==> config.mk <==
export PLATFORM = sky130hd
export DESIGN_NAME = mult_seq
export DESIGN_NICKNAME = d
export VERILOG_FILES = /design/src/rtl/mult_seq.sv
export SDC_FILE = /design/constraint.sdc
export NUM_CORES = 1
export LEC_CHECK = 0
export ABC_AREA = 1
export CELL_PAD_IN_SITES_DETAIL_PLACEMENT = 1
export CELL_PAD_IN_SITES_GLOBAL_PLACEMENT = 1
export CORE_UTILIZATION = 38
export DETAILED_ROUTE_END_ITERATION = 16
export GPL_ROUTABILITY_DRIVEN = 1
export PLACE_DENSITY = 0.84
export SYNTH_ARGS = -nofsm -noshare
export SYNTH_HDL_FRONTEND = slang
export SYNTH_SLANG_ARGS = --single-unit
==> constraint.sdc <==
create_clock -name clk -period 3.4 [get_ports clk]
set_input_delay 0.34 -clock clk [delete_from_list [all_inputs] [get_ports clk]]
set_output_delay 0.34 -clock clk [all_outputs]
set_load 0.005 [all_outputs]
==> src/rtl/mult_seq.sv <==
`default_nettype none
// ============================================================================
//  Module      : mult_seq
//  Description : Sequential shift-add multiplier. Computes a 2*WIDTH-bit
//                product of two WIDTH-bit operands in WIDTH iterations.
//                Optional macro MULT_SEQ_SIGNED_EN adds a signed_op input:
//                signed_op=1 selects a two's-complement multiply, 0 unsigned.
//  Revision    : 1.0  - initial release
// ============================================================================
module mult_seq #(
    parameter int WIDTH = 32
) (
    input  logic             clk,
    input  logic             rst,
    input  logic             start,
    input  logic [WIDTH-1:0] dataA,
    input  logic [WIDTH-1:0] dataB,
`ifdef MULT_SEQ_SIGNED_EN
    input  logic             signed_op,
`endif
    output logic             busy,
    output logic             done,
    output logic [WIDTH-1:0] hi,
    output logic [WIDTH-1:0] lo
);

    // Iteration counter is 5 bits; the last RUN cycle is the one where it
    // reads WIDTH-1, and for WIDTH=32 it wraps back to 0 on that edge.
    localparam logic [4:0] c_LAST = 5'(WIDTH - 1);

    typedef enum logic [1:0] {
        ST_IDLE = 2'd0,
        ST_RUN  = 2'd1,
        ST_DONE = 2'd2
    } state_t;

    state_t               r_state;
    state_t               w_state_nxt;
    logic [4:0]           r_cnt;
    logic [WIDTH-1:0]     r_mcand;
    logic [2*WIDTH-1:0]   r_prod;
    logic [WIDTH-1:0]     r_hi;
    logic [WIDTH-1:0]     r_lo;

    logic [WIDTH-1:0]     w_addend;
    logic [WIDTH:0]       w_sum;
    logic [2*WIDTH-1:0]   w_shift;
    logic [2*WIDTH-1:0]   w_final;
    logic [WIDTH-1:0]     w_a_mag;
    logic [WIDTH-1:0]     w_b_mag;
    logic                 w_neg;

    // One shift-add step: conditional add into the upper half keeping the
    // carry, then shift the whole register right with the carry as new MSB.
    assign w_addend = r_prod[0] ? r_mcand : '0;
    assign w_sum    = {1'b0, r_prod[2*WIDTH-1:WIDTH]} + {1'b0, w_addend};
    assign w_shift  = {w_sum, r_prod[WIDTH-1:1]};

`ifdef MULT_SEQ_SIGNED_EN
    logic r_neg;

    // Signed mode multiplies magnitudes and fixes the sign at the end.
    assign w_a_mag = (signed_op && dataA[WIDTH-1]) ? -dataA : dataA;
    assign w_b_mag = (signed_op && dataB[WIDTH-1]) ? -dataB : dataB;
    assign w_neg   = signed_op && (dataA[WIDTH-1] ^ dataB[WIDTH-1]);
    assign w_final = r_neg ? -w_shift : w_shift;

    // Sign-correction flag captured with the operands.
    always_ff @(posedge clk) begin
        if (rst) begin
            r_neg <= 1'b0;
        end else if (r_state == ST_IDLE && start) begin
            r_neg <= w_neg;
        end
    end
`else
    assign w_a_mag = dataA;
    assign w_b_mag = dataB;
    assign w_neg   = 1'b0;
    assign w_final = w_shift;
`endif

    // State register.
    always_ff @(posedge clk) begin
        if (rst) begin
            r_state <= ST_IDLE;
        end else begin
            r_state <= w_state_nxt;
        end
    end

    // Next-state logic and status outputs decoded from the current state.
    always_comb begin
        w_state_nxt = r_state;
        busy        = 1'b0;
        done        = 1'b0;
        case (r_state)
            ST_IDLE: begin
                if (start) w_state_nxt = ST_RUN;
            end
            ST_RUN: begin
                busy = 1'b1;
                if (r_cnt == c_LAST) w_state_nxt = ST_DONE;
            end
            ST_DONE: begin
                done        = 1'b1;
                w_state_nxt = ST_IDLE;
            end
            default: w_state_nxt = ST_IDLE;
        endcase
    end

    // Datapath: operand capture, iteration, and result publication.
    // hi/lo only change on the edge that completes the last iteration, so
    // partial sums never appear on the outputs.
    always_ff @(posedge clk) begin
        if (rst) begin
            r_cnt   <= '0;
            r_mcand <= '0;
            r_prod  <= '0;
            r_hi    <= '0;
            r_lo    <= '0;
        end else begin
            case (r_state)
                ST_IDLE: begin
                    if (start) begin
                        r_mcand <= w_a_mag;
                        r_prod  <= {{WIDTH{1'b0}}, w_b_mag};
                        r_cnt   <= '0;
                    end
                end
                ST_RUN: begin
                    r_prod <= w_shift;
                    r_cnt  <= r_cnt + 5'd1;
                    if (r_cnt == c_LAST) begin
                        {r_hi, r_lo} <= w_final;
                    end
                end
                default: ;
            endcase
        end
    end

    assign hi = r_hi;
    assign lo = r_lo;

endmodule
`default_nettype wire

# Yosys cells after proc, flatten, opt, wreduce, memory -nomap -nowiden
# Cells that the tools add are included.
# word_totals
output_inout_bits	66
word_cells	29
regBits	167
# classes
mux	10
eq_ne	5
n_reduce_logical	6
n_addsub	2
# ops
op	n
64-bit one-hot mux with 2 select lines	1
64-bit two-way mux	1
32-bit by 32-bit adder with 33-bit output	1
32-bit two-way mux	1
5-bit one-hot mux with 2 select lines	1
2-bit AND reduction	4
5-bit by 1-bit adder with 5-bit output (second input constant)	1
5-bit == test (second input constant)	1
5-bit two-way mux	1
2-bit two-way mux	2
2-bit inequality test (second input constant)	2
2-bit one-hot mux with 2 select lines	1
2-bit by 1-bit == test with 1-bit output (second input constant)	1
2-bit == test (second input constant)	1
2-bit zero test	1
1-bit two-way mux	2
2-bit nonzero test	1

# Longest topological paths before layout
# logic_depth
ltp_word	3
depth_mapped	21

# Least setup slack after synthesis
# OpenSTA, ideal clock, no wires.
# synth_timing
path_kind	reg-to-reg
start	reg r_prod[0]
end	reg r_hi[23] (netlist: hi[23])
arrival_ns	2.290
n_path_buf	2
slack_ns	1.001
t_required_ns	3.291
stages_incl_launch_ff	22
path_cell_list	dfxtp_1 -> clkbuf_1 -> clkbuf_1 -> nand2_1 -> inv_1 -> ha_1 -> inv_1 -> fa_1 -> inv_1 -> nand3_1 -> nand2_2 -> nand2_1 -> nand2_1 -> nand2_1 -> nand2_2 -> nand2_1 -> nand2_1 -> nand2_1 -> nand2_1 -> nand2_1 -> nand2_1 -> inv_1
# synth_via
elab_chain_len	2
# synth_lines
element	line	source
start, declared	41	logic [2*WIDTH-1:0] r_prod;
start signal, assigned	128	r_prod <= {{WIDTH{1'b0}}, w_b_mag};
start signal, assigned	133	r_prod <= w_shift;
32-bit two-way mux	55	assign w_addend = r_prod[0] ? r_mcand : '0;
32-bit by 32-bit adder with 33-bit output	56	assign w_sum = {1'b0, r_prod[2*WIDTH-1:WIDTH]} + {1'b0, w_addend};
end signal, assigned	136	{r_hi, r_lo} <= w_final;
end, declared	42	logic [WIDTH-1:0] r_hi;
# No other way between the ends.
# A chain may end at the register's enable or synchronous reset.

# Worst setup path in the final report
# layout_timing
start	reg r_prod[0]
end	reg r_prod[58]
# layout_via
elab_chain_len	3
# layout_lines
element	line	source
32-bit two-way mux	55	
32-bit by 32-bit adder with 33-bit output	56	
64-bit one-hot mux with 2 select lines	124	case (r_state)
# No other way between the ends.

==> flow_metrics.tcl <==
set metrics [dict create \
    netlist_area_mm2 0.00883 \
    root_buffer "clkbuf_16" \
    final_util_pct 48.4 \
    reg2regPathDepth 15 \
    r2r_slack_ps 640 \
    tritoncts "yes" \
    cp.required_ps 3770 \
    p_comb_share_pct 10.0 \
    power_leakage_uw 0.00552 \
    critical_path_class "reg -> reg" \
    die_w_um 154 \
    finalWorstSetupSlack_ps 641 \
    dr_wl_met3_um 1500 \
    cpLargestDelayFamily "simple AND/OR/NAND/NOR gates" \
    cp_slowest_cell "dfxtp_1" \
    drtIter0Drc 383 \
    ios 133 \
    port_buffers 132 \
    num-nets-final 1576 \
    path_buf_inv 4 \
    clockBufferDepth 2 \
    whs_path_depth 2 \
    holdCritStartpoint "r_prod[20]" \
    synth_seq_cells 167 \
    fmax_mhz 362 \
    status "completed" \
    synth_area_leaders "dfxtp_1 (38%), nand2_1 (21%), inv_1 (8.2%)" \
    areaGrowthSynthToFinish_pct 24.4 \
    r2r_start "r_prod[0]" \
    viasPerCell 5.06 \
    cap_violations 0 \
    dieArea_mm2 0.0239 \
    routed_wl_um 28200 \
    antenna_found_initial 1 \
    cts.sink_count 167 \
    final_cells 1772 \
    dpl.cell_count 1740 \
    slew_headroom_pct 49.4 \
    dpl.hpwl_um 20300 \
    avgSynthCellArea_um2 6.46 \
    grt_pass1_wl_um 47000 \
    pre_cts_ws_ps 841 \
    vias 8965 \
    ys_seq_area_share_pct 37.9 \
    fp.dieH_um 154 \
    rsz0062_at_grt "no" \
    synth_fp_nets 1469 \
    cp_cell_sequence "buf_4 > nand2_1 > inv_1 > ha_1 > nand2_1 > inv_1 > nand2_1 > nand2_1 > inv_1 > nand3_1 > nand2_1 > nand2_1 > nand2_1 > nand3_1 > a21oi_1" \
    first_global_vias 9349 \
    finalCritPeriodShare_pct 81.2 \
    ctsHoldBuffers 0 \
    htreeDepth 4 \
    wl_per_cell_um 15.9 \
    yosysUniqueCellTypes 33 \
    report.final.slew_viol_count 0 \
    highest_layer "met4" \
    clk_latency_ps 440 \
    tns_ps 0 \
    p_int_uw 3210 \
    setup_viol 0 \
    clk_pin_slew_worst_paths_ps 80 \
    synth_warnings 0 \
    power.density_mw_per_mm2 414 \
    p_sw_share_pct 29.3 \
    power_frac_seq_pct 46.2 \
    postSynthCellCount 1367 \
    finalWeightedCongestion 0.917 \
    wl_met1_um 12700 \
    vdd_drop_max_mv 0.257 \
    crit_path_frequent_cell "nand2_1" \
    whs_ps 462 \
    route.met2.wl_um 13500 \
    ant_nets 0 \
    track_usage_pct 24.8 \
    p_clk_share_pct 43.8 \
    yosysTopAreaCell "dfxtp_1" \
    post_cts.repair.setup_buffers 0 \
    hold_end "lo[19]" \
    worst_slew_pin_slew_ps 756 \
    worstPathArrival_ps 3130 \
    cp-end-kind "flip-flop" \
    diodes 0 \
    hold_violations 0 \
    overflow 0 \
    cp_max_fo 12 \
    rows 55 \
    skew_ps 16.0 \
    drive_above_1_share_pct 4.44 \
    drt_pre_antenna_iters 5 \
    cp-start-kind "flip-flop" \
    cts_resized 0 \
    slowest_delay_ps 660 \
    grt_max_degree 79 \
    r2r-end "r_prod[58]" \
    power.switching_uw 1330 \
    holdCritPathClass "reg -> reg" \
    fin_crit_ps 2760 \
    drc 0 \
    nFillCells 2999 \
    start_util_pct 38.9 \
    synth_top_cell_area_share_pct 37.9 \
    cts_buffers 17 \
    core_mm2 0.0227 \
]
## cell usage in the layout, fill, tap and decap left out, types with 2 or more instances in the layout
cell type,instances
inv_1,192
clkdlybuf4s50_1,132
nand3_1,67
nor2_2,3
dfxtp_1,167
a31oi_1,32
clkbuf_16,17
buf_4,15
nand2_1,485
clkinv_8,5
a21o_1,3
o21a_1,11
ha_1,34
nand3b_1,4
inv_6,3
o21bai_1,18
o21ai_0,83
o21ai_1,5
nand2_2,6
inv_2,4
a21oi_1,58
inv_8,4
nor3_1,7
xor2_1,14
clkinv_4,2
nor2_1,104
## area by class of cell
class                      instances  area [µm²]  area share (%)
tap                              285         357            3.25
multi-input combinational        943        4480            40.8
inverter                         197         741            6.74
clock inverter                    15         178            1.62
clock buffer                      17         425            3.87
sequential                       167        3340            30.4
timing repair buffer             148        1450            13.2
## cells in the mapped netlist (all sizes together)
library cell / number
nand2: 491
inv: 197
dfxtp: 167
nor2: 109
o21ai: 88
nand3: 68
a21oi: 58
clkbuf: 35
ha: 34
a31oi: 32
buf: 25
o21bai: 18
xor2: 14
o21a: 11
nor3: 7
nand3b: 4
a21o: 3
a221oi: 1
and2: 1
fa: 1
nand4: 1
or2: 1
xnor2: 1
## logic make-up (layout without fill, tap and decap cells)
| family | Yosys count | in the layout | share of synthesized area [%] |
|---|---|---|---|
| compound gates | 211 | 211 | 13.4 |
| fa+ha+maj | 35 | 35 | 5.04 |
| flops | 167 | 167 | 37.9 |
| xor+xnor | 15 | 15 | 1.49 |
| simple gates | 682 | 682 | 30.9 |
| buf+inv | 257 | 377 | 11.4 |
## power groups by stage
stage          clock [µW]  combinational (µW)  sequential, µW
2_1_floorplan           0                 285            2120
3_3_place_gp            0                 441            2140
3_5_place_dp            0                 455            2140
4_1_cts              2020                 459            2100
5_1_grt              2100                 509            2110
6_report             1990                 453            2100
## sequential cells by signal, indices dropped and copies added, names as in the netlist
name	count
hi	32
lo	32
r_cnt	5
r_mcand	32
r_prod	64
r_state	2
## stage by stage
| stage | area, µm² | total power, µW |
|---|---|---|
| 6_report | 11000 | 4540 |
| 5_1_grt | 11000 | 4720 |
| 4_1_cts | 11000 | 4580 |
| 3_5_place_dp | 10400 | 2600 |
| 3_3_place_gp | 10400 | 2580 |
| 2_1_floorplan | 8830 | 2400 |
## tightest hold or removal path, cell delays in order (launching register included)
cell	delay [ps]
dfxtp_1	320
nand2_1	60
nand2_1	40
## worst max-delay path by stage
| stage | depth (start not counted) | endpoint | from |
|---|---|---|---|
| finish | 15 | r_prod[58] | r_prod[0] |
| global route | 17 | hi[27] | r_prod[0] |
| CTS | 15 | r_prod[58] | r_prod[0] |
| detailed placement | 15 | hi[24] | r_prod[0] |
| global placement | 15 | hi[19] | r_prod[0] |
| floorplan | 21 | hi[23] | r_prod[0] |
## per-layer routing
layer | up-vias | global-route usage (%)
met4 | 0 | 7.54
li1 | 4462 | -
met3 | 37 | 5.44
met5 | - | 0
met1 | 4286 | 29.9
met2 | 180 | 43.8
(Power assumes the default switching activity.)
